**src/rtl/spi_byte_receiver.sv**
```systemverilog
`default_nettype none
// ============================================================================
// Module      : spi_byte_receiver
// Description : Receiving end of the serial byte link. Oversamples the
//               transmitter's serial clock, frame enable and data lines with
//               the local clock, reassembles LSB-first frames of DATA_W bits
//               and offers each completed byte on a valid/ready handshake.
//               Aborted / over-long frames pulse frame_err; a byte completed
//               while the output is still full is dropped and pulses overrun.
// Ports       : clk, rst            - system clock, async active-high reset
//               sclk_in, en_in,     - raw serial clock, active-low frame
//               data_in               enable, serial data (LSB first)
//               rx_data, rx_valid,  - output byte handshake toward consumer
//               rx_ready
//               busy                - frame in progress
//               frame_err, overrun  - single-cycle status pulses
// Revision    : 1.0 - initial release
// ============================================================================
module spi_byte_receiver #(
    parameter int DATA_W      = 8,
    parameter int SYNC_STAGES = 2
) (
    input  logic              clk,
    input  logic              rst,
    input  logic              sclk_in,
    input  logic              en_in,
    input  logic              data_in,
    output logic [DATA_W-1:0] rx_data,
    output logic              rx_valid,
    input  logic              rx_ready,
    output logic              busy,
    output logic              frame_err,
    output logic              overrun
);

    localparam int c_CNT_W = $clog2(DATA_W) + 1;

    localparam logic [1:0] c_IDLE     = 2'd0;
    localparam logic [1:0] c_SHIFT    = 2'd1;
    localparam logic [1:0] c_WAIT_END = 2'd2;

    logic [SYNC_STAGES-1:0] r_sclk_sync;
    logic [SYNC_STAGES-1:0] r_en_sync;
    logic [SYNC_STAGES-1:0] r_data_sync;
    // Marks when the last sync stage holds a genuinely sampled value rather
    // than its reset preset, so the preset 1 on en_in cannot arm the receiver.
    logic [SYNC_STAGES-1:0] r_settle;
    logic                   r_sclk_d;
    logic                   r_armed;
    logic [1:0]             r_state;
    logic [c_CNT_W-1:0]     r_count;
    logic [DATA_W-1:0]      r_sr;
    logic                   r_done;

    logic w_sclk_rise;
    logic w_en;
    logic w_bit;
    logic w_settled;

    assign w_sclk_rise = r_sclk_sync[SYNC_STAGES-1] & ~r_sclk_d;
    assign w_en        = r_en_sync[SYNC_STAGES-1];
    assign w_bit       = r_data_sync[SYNC_STAGES-1];
    assign w_settled   = r_settle[SYNC_STAGES-1];
    assign busy        = (r_state == c_SHIFT) || (r_state == c_WAIT_END);

    always_ff @(posedge clk or posedge rst) begin
        if (rst) begin
            r_sclk_sync <= '0;
            r_en_sync   <= '1;
            r_data_sync <= '0;
            r_settle    <= '0;
            r_sclk_d    <= 1'b0;
        end else begin
            r_sclk_sync <= {r_sclk_sync[SYNC_STAGES-2:0], sclk_in};
            r_en_sync   <= {r_en_sync[SYNC_STAGES-2:0], en_in};
            r_data_sync <= {r_data_sync[SYNC_STAGES-2:0], data_in};
            r_settle    <= {r_settle[SYNC_STAGES-2:0], 1'b1};
            r_sclk_d    <= r_sclk_sync[SYNC_STAGES-1];
        end
    end

    always_ff @(posedge clk or posedge rst) begin
        if (rst) begin
            r_state   <= c_IDLE;
            r_count   <= '0;
            r_sr      <= '0;
            r_armed   <= 1'b0;
            r_done    <= 1'b0;
            frame_err <= 1'b0;
        end else begin
            r_done    <= 1'b0;
            frame_err <= 1'b0;
            if (w_settled && w_en) begin
                r_armed <= 1'b1;
            end
            case (r_state)
                c_IDLE: begin
                    r_sr    <= '0;
                    r_count <= '0;
                    if (w_settled && r_armed && !w_en) begin
                        r_state <= c_SHIFT;
                    end
                end
                c_SHIFT: begin
                    if (w_en) begin
                        // A frame closed before any bit is just an empty frame.
                        if (r_count != '0) begin
                            frame_err <= 1'b1;
                        end
                        r_state <= c_IDLE;
                        r_sr    <= '0;
                        r_count <= '0;
                    end else if (w_sclk_rise) begin
                        r_sr    <= {w_bit, r_sr[DATA_W-1:1]};
                        r_count <= r_count + c_CNT_W'(1);
                        if (r_count == c_CNT_W'(DATA_W - 1)) begin
                            r_state <= c_WAIT_END;
                            r_done  <= 1'b1;
                        end
                    end
                end
                c_WAIT_END: begin
                    // The completed byte stays in r_sr until the frame closes;
                    // extra clock edges are flagged but never shifted in.
                    if (w_en) begin
                        r_state <= c_IDLE;
                        r_sr    <= '0;
                        r_count <= '0;
                    end else if (w_sclk_rise) begin
                        frame_err <= 1'b1;
                    end
                end
                default: begin
                    r_state <= c_IDLE;
                end
            endcase
        end
    end

    always_ff @(posedge clk or posedge rst) begin
        if (rst) begin
            rx_data  <= '0;
            rx_valid <= 1'b0;
            overrun  <= 1'b0;
        end else begin
            overrun <= 1'b0;
            if (r_done) begin
                // Slot is free if empty or being drained in this same cycle.
                if (!rx_valid || rx_ready) begin
                    rx_data  <= r_sr;
                    rx_valid <= 1'b1;
                end else begin
                    overrun <= 1'b1;
                end
            end else if (rx_valid && rx_ready) begin
                rx_valid <= 1'b0;
            end
        end
    end

endmodule
`default_nettype wire
```
**config.mk**
```make
export PLATFORM = sky130hd
export DESIGN_NAME = spi_byte_receiver
export DESIGN_NICKNAME = d
export VERILOG_FILES = /design/src/rtl/spi_byte_receiver.sv
export SDC_FILE = /design/constraint.sdc
export NUM_CORES = 1
export LEC_CHECK = 0
export ABC_CLOCK_PERIOD_IN_PS = 2400
export CAP_MARGIN = 20
export CORE_MARGIN = 1
export CORE_UTILIZATION = 50
export DETAILED_ROUTE_END_ITERATION = 10
export PLACE_DENSITY = 0.73
export SLEW_MARGIN = 20
export SYNTH_ARGS = -nofsm -noshare
export SYNTH_HDL_FRONTEND = slang
export SYNTH_SLANG_ARGS = --single-unit
```
**constraint.sdc**
```tcl
create_clock -name clk -period 2.4 [get_ports clk]
set_clock_uncertainty 0.2 [all_clocks]
set_input_delay 0.48 -clock clk [delete_from_list [all_inputs] [get_ports clk]]
set_output_delay 0.48 -clock clk [all_outputs]
set_load 0.01 [all_outputs]
```
==> results.txt <==
Startpoint type of the worst setup path = flip-flop
Initial antenna violation count = 0
Pwr per Cell Area = 710.3 nW/um2
GR peak layer = met2
Number of flops mapped to enable cells by yosys = 0
GR Util met1 = 21.23%
Vias per cell = 5.461
Pin count of the biggest net entering global routing = 37
Critical path class = flip-flop to primary output
Sequential fraction of the synthesis area = 63.39%
Worst Path Arrival = 1.35 ns
Post-CTS Setup Bufs = 0
Met3 Usage GRT = 4.918%
Drc violations = 0
Routed WL per cell = 13.70 um
Total chip power = 1213 uW
Crit share post-route = 84.39%
Commonest cells post-synth = dfrtp_1, nor2_1, a22o_1, mux2_2
Slew headroom = 56.14%
Num CTS Buffers = 5
Initial core utilization = 55.02%
Synth cell types = 24
GPL Wtd Cong = 0.7900
Max Fclk = 493.8 MHz
Routed wire length = 2.260 mm
Placed inst area = 1643 um2
Via count = 901
Post-synth net total = 122
Final net count = 147
Max VDD drop = 0.5272 mV
GRT met2 Usage = 27.02%
Area Growth Syn to Fin = 19.84%
Clock Path Buffers = 2
Gr ovfl total = 0
Buffers on Ports = 17
Pre-antenna DRT Iters = 4
Synthesis warning total = 0
Max Fanout on Critical Path = 4
Status = finished clean
Hold Crit Class = flip-flop to flip-flop
Antenna cells = 0
TritonCTS clock tree = built
Max Transition Viols Final = 0
Post-synth top flop = dfrtp_1
Asr flop ratio synth = 100.0%
CTS H-tree lvls = 2
Number of global-route vias before repair = 916
Cells after synthesis = 109
Final Hold Viols = 0
Most common cell in the netlist = dfrtp_1
Leading post-synthesis cells by cell area = dfrtp_1, mux2_2, ha_1
Clock Sinks = 36
First-pass GRT wire length = 3.946 mm
Core Footprint = 2590 um2
Clk root buf = clkbuf_4
Synth top area share = 59.70%
Die Wd = 55.39 um
Worst-Skew Late Latency = 0.33 ns
Hold buffers post-CTS = 0
IO Count = 18
Die ar. = 3068 um2
Antenna Nets Post-Route = 0
Setup Viol. Count Final = 0
Max Cap Viol = 0
Min Tclk post-route = 2.025 ns
Gr usage total = 16.87%
Design area = 1708 um2
Type of destination of the critical path = primary output
Yosys top cell by area = dfrtp_1
RSZ-0062 raised after global routing = false
DR iter-0 viols = 13
Worst Tran Pin Value = 0.6530 ns
Clk slew on worst S/H paths = 0.10 ns
Die span in y = 55.39 um
Critical Path RT = 1.72 ns
Synth Register Bits = 36
Post-Syn Area = 1425 um2
Rows = 18
Syn_area_per_cell = 13.07 um2
Dpl hpwl = 1.585 mm
Setup tns final = 0 ns
Static Leak = 0.0008107 uW
Proportion of layout cells with a drive suffix above 1 = 15.56%
Number of fillers in the final layout = 211
## report_power, final
group | internal [uW] | switching [uW]
registers | 637 | 25.5
clock network | 143 | 187
logic | 96.2 | 125
total | 876 | 337
## sequential cells by signal, indices dropped and copies added (netlist names)
register     flops
r_sr             8
rx_data          8
r_count          4
r_data_sync      2
r_en_sync        2
r_sclk_sync      2
r_settle         2
r_state          2
frame_err        1
overrun          1
r_armed          1
r_done           1
r_sclk_d         1
rx_valid         1
## timing repair
item | in CTS | in global routing
endpoints found under the setup margin | 0 | 1
endpoints found under the hold margin | 0 | 0
gates resized for setup | 0 | 1
## cell usage in the layout (no fill, tap or decap), drive strengths merged
master         synthesis  routed
nand2                  5       5
conb                   1       1
dfstp                  2       2
a211o                  1       1
clkdlybuf4s50          0      16
nor2                  10      10
a21oi                  3       3
a21o                   1       1
nand3                  1       1
dfrtp                 34      34
ha                     7       7
nor2b                  3       3
a31oi                  3       3
or3                    1       1
dlymetal6s2s           0       1
inv                    7       7
clkinvlp               0       1
clkbuf                 0       7
nand2b                 4       4
buf                    1       2
o21ai                  3       3
o31ai                  1       1
nor4                   2       2
a22o                   9       9
o211ai                 1       1
mux2                   9       9
## worst paths after layout
kind / start / end / slack, ns / cells past startpoint
min in group asynchronous: rst / r_sclk_sync[0] / 0.33 / 3
max reg2reg: r_state[1] / r_sr[5] / 0.39 / 5
max: r_state[0] / busy / 0.37 / 3
min reg2reg: r_settle[0] / r_settle[1] / 0.16 / 0
max in group asynchronous: rst / r_en_sync[1] / 1.34 / 3
min: r_settle[0] / r_settle[1] / 0.16 / 0
## metal layers
metal / wire (um) / vias to the layer above
li1: - / 425
met1: 1026 / 451
met2: 1126 / 21
met3: 78 / 4
met4: 27 / 0
met5: 0 / -
## cell type report
cell class | instances | area, um2 | area share [%]
sequential | 36 | 903.4 | 52.89
multi-input combinational | 65 | 490.5 | 28.72
timing repair buffer | 19 | 187.7 | 10.99
clock buffer | 7 | 55.05 | 3.223
tap | 30 | 37.54 | 2.198
inverter | 7 | 26.28 | 1.538
clock inverter | 1 | 7.507 | 0.4396
## worst max-delay path, cell delays in order, from the launching register on
cell and delay, ns:
dfrtp_1 0.42, inv_1 0.10, ha_1 0.32, dlymetal6s2s_1 0.18
## kinds of logic after synthesis
kind of cell,count (synthesis),synth area share [%]
AND/OR/NAND/NOR,26,9.746
other,1,0.2631
adder cells (fa/ha/maj),7,6.145
buffers and inverters,8,2.195
multiplexers,9,7.112
AO/OA/AOI/OAI,22,11.15
flip-flops,36,63.39
## metrics by stage
step                      hold slack, ns  std cells  utilization (%)  worst slack, ns
after floorplan                   0.1312        109                -           0.5190
after global placement            0.1313        157            63.43           0.3810
after detailed placement          0.1355        157            63.43           0.3267
after CTS                         0.1607        165            65.85          0.01529
after global routing              0.1641        165            65.94           0.2470
final                             0.1574        165            65.94           0.3748
Note: power is estimated with default switching activity, not from simulation.
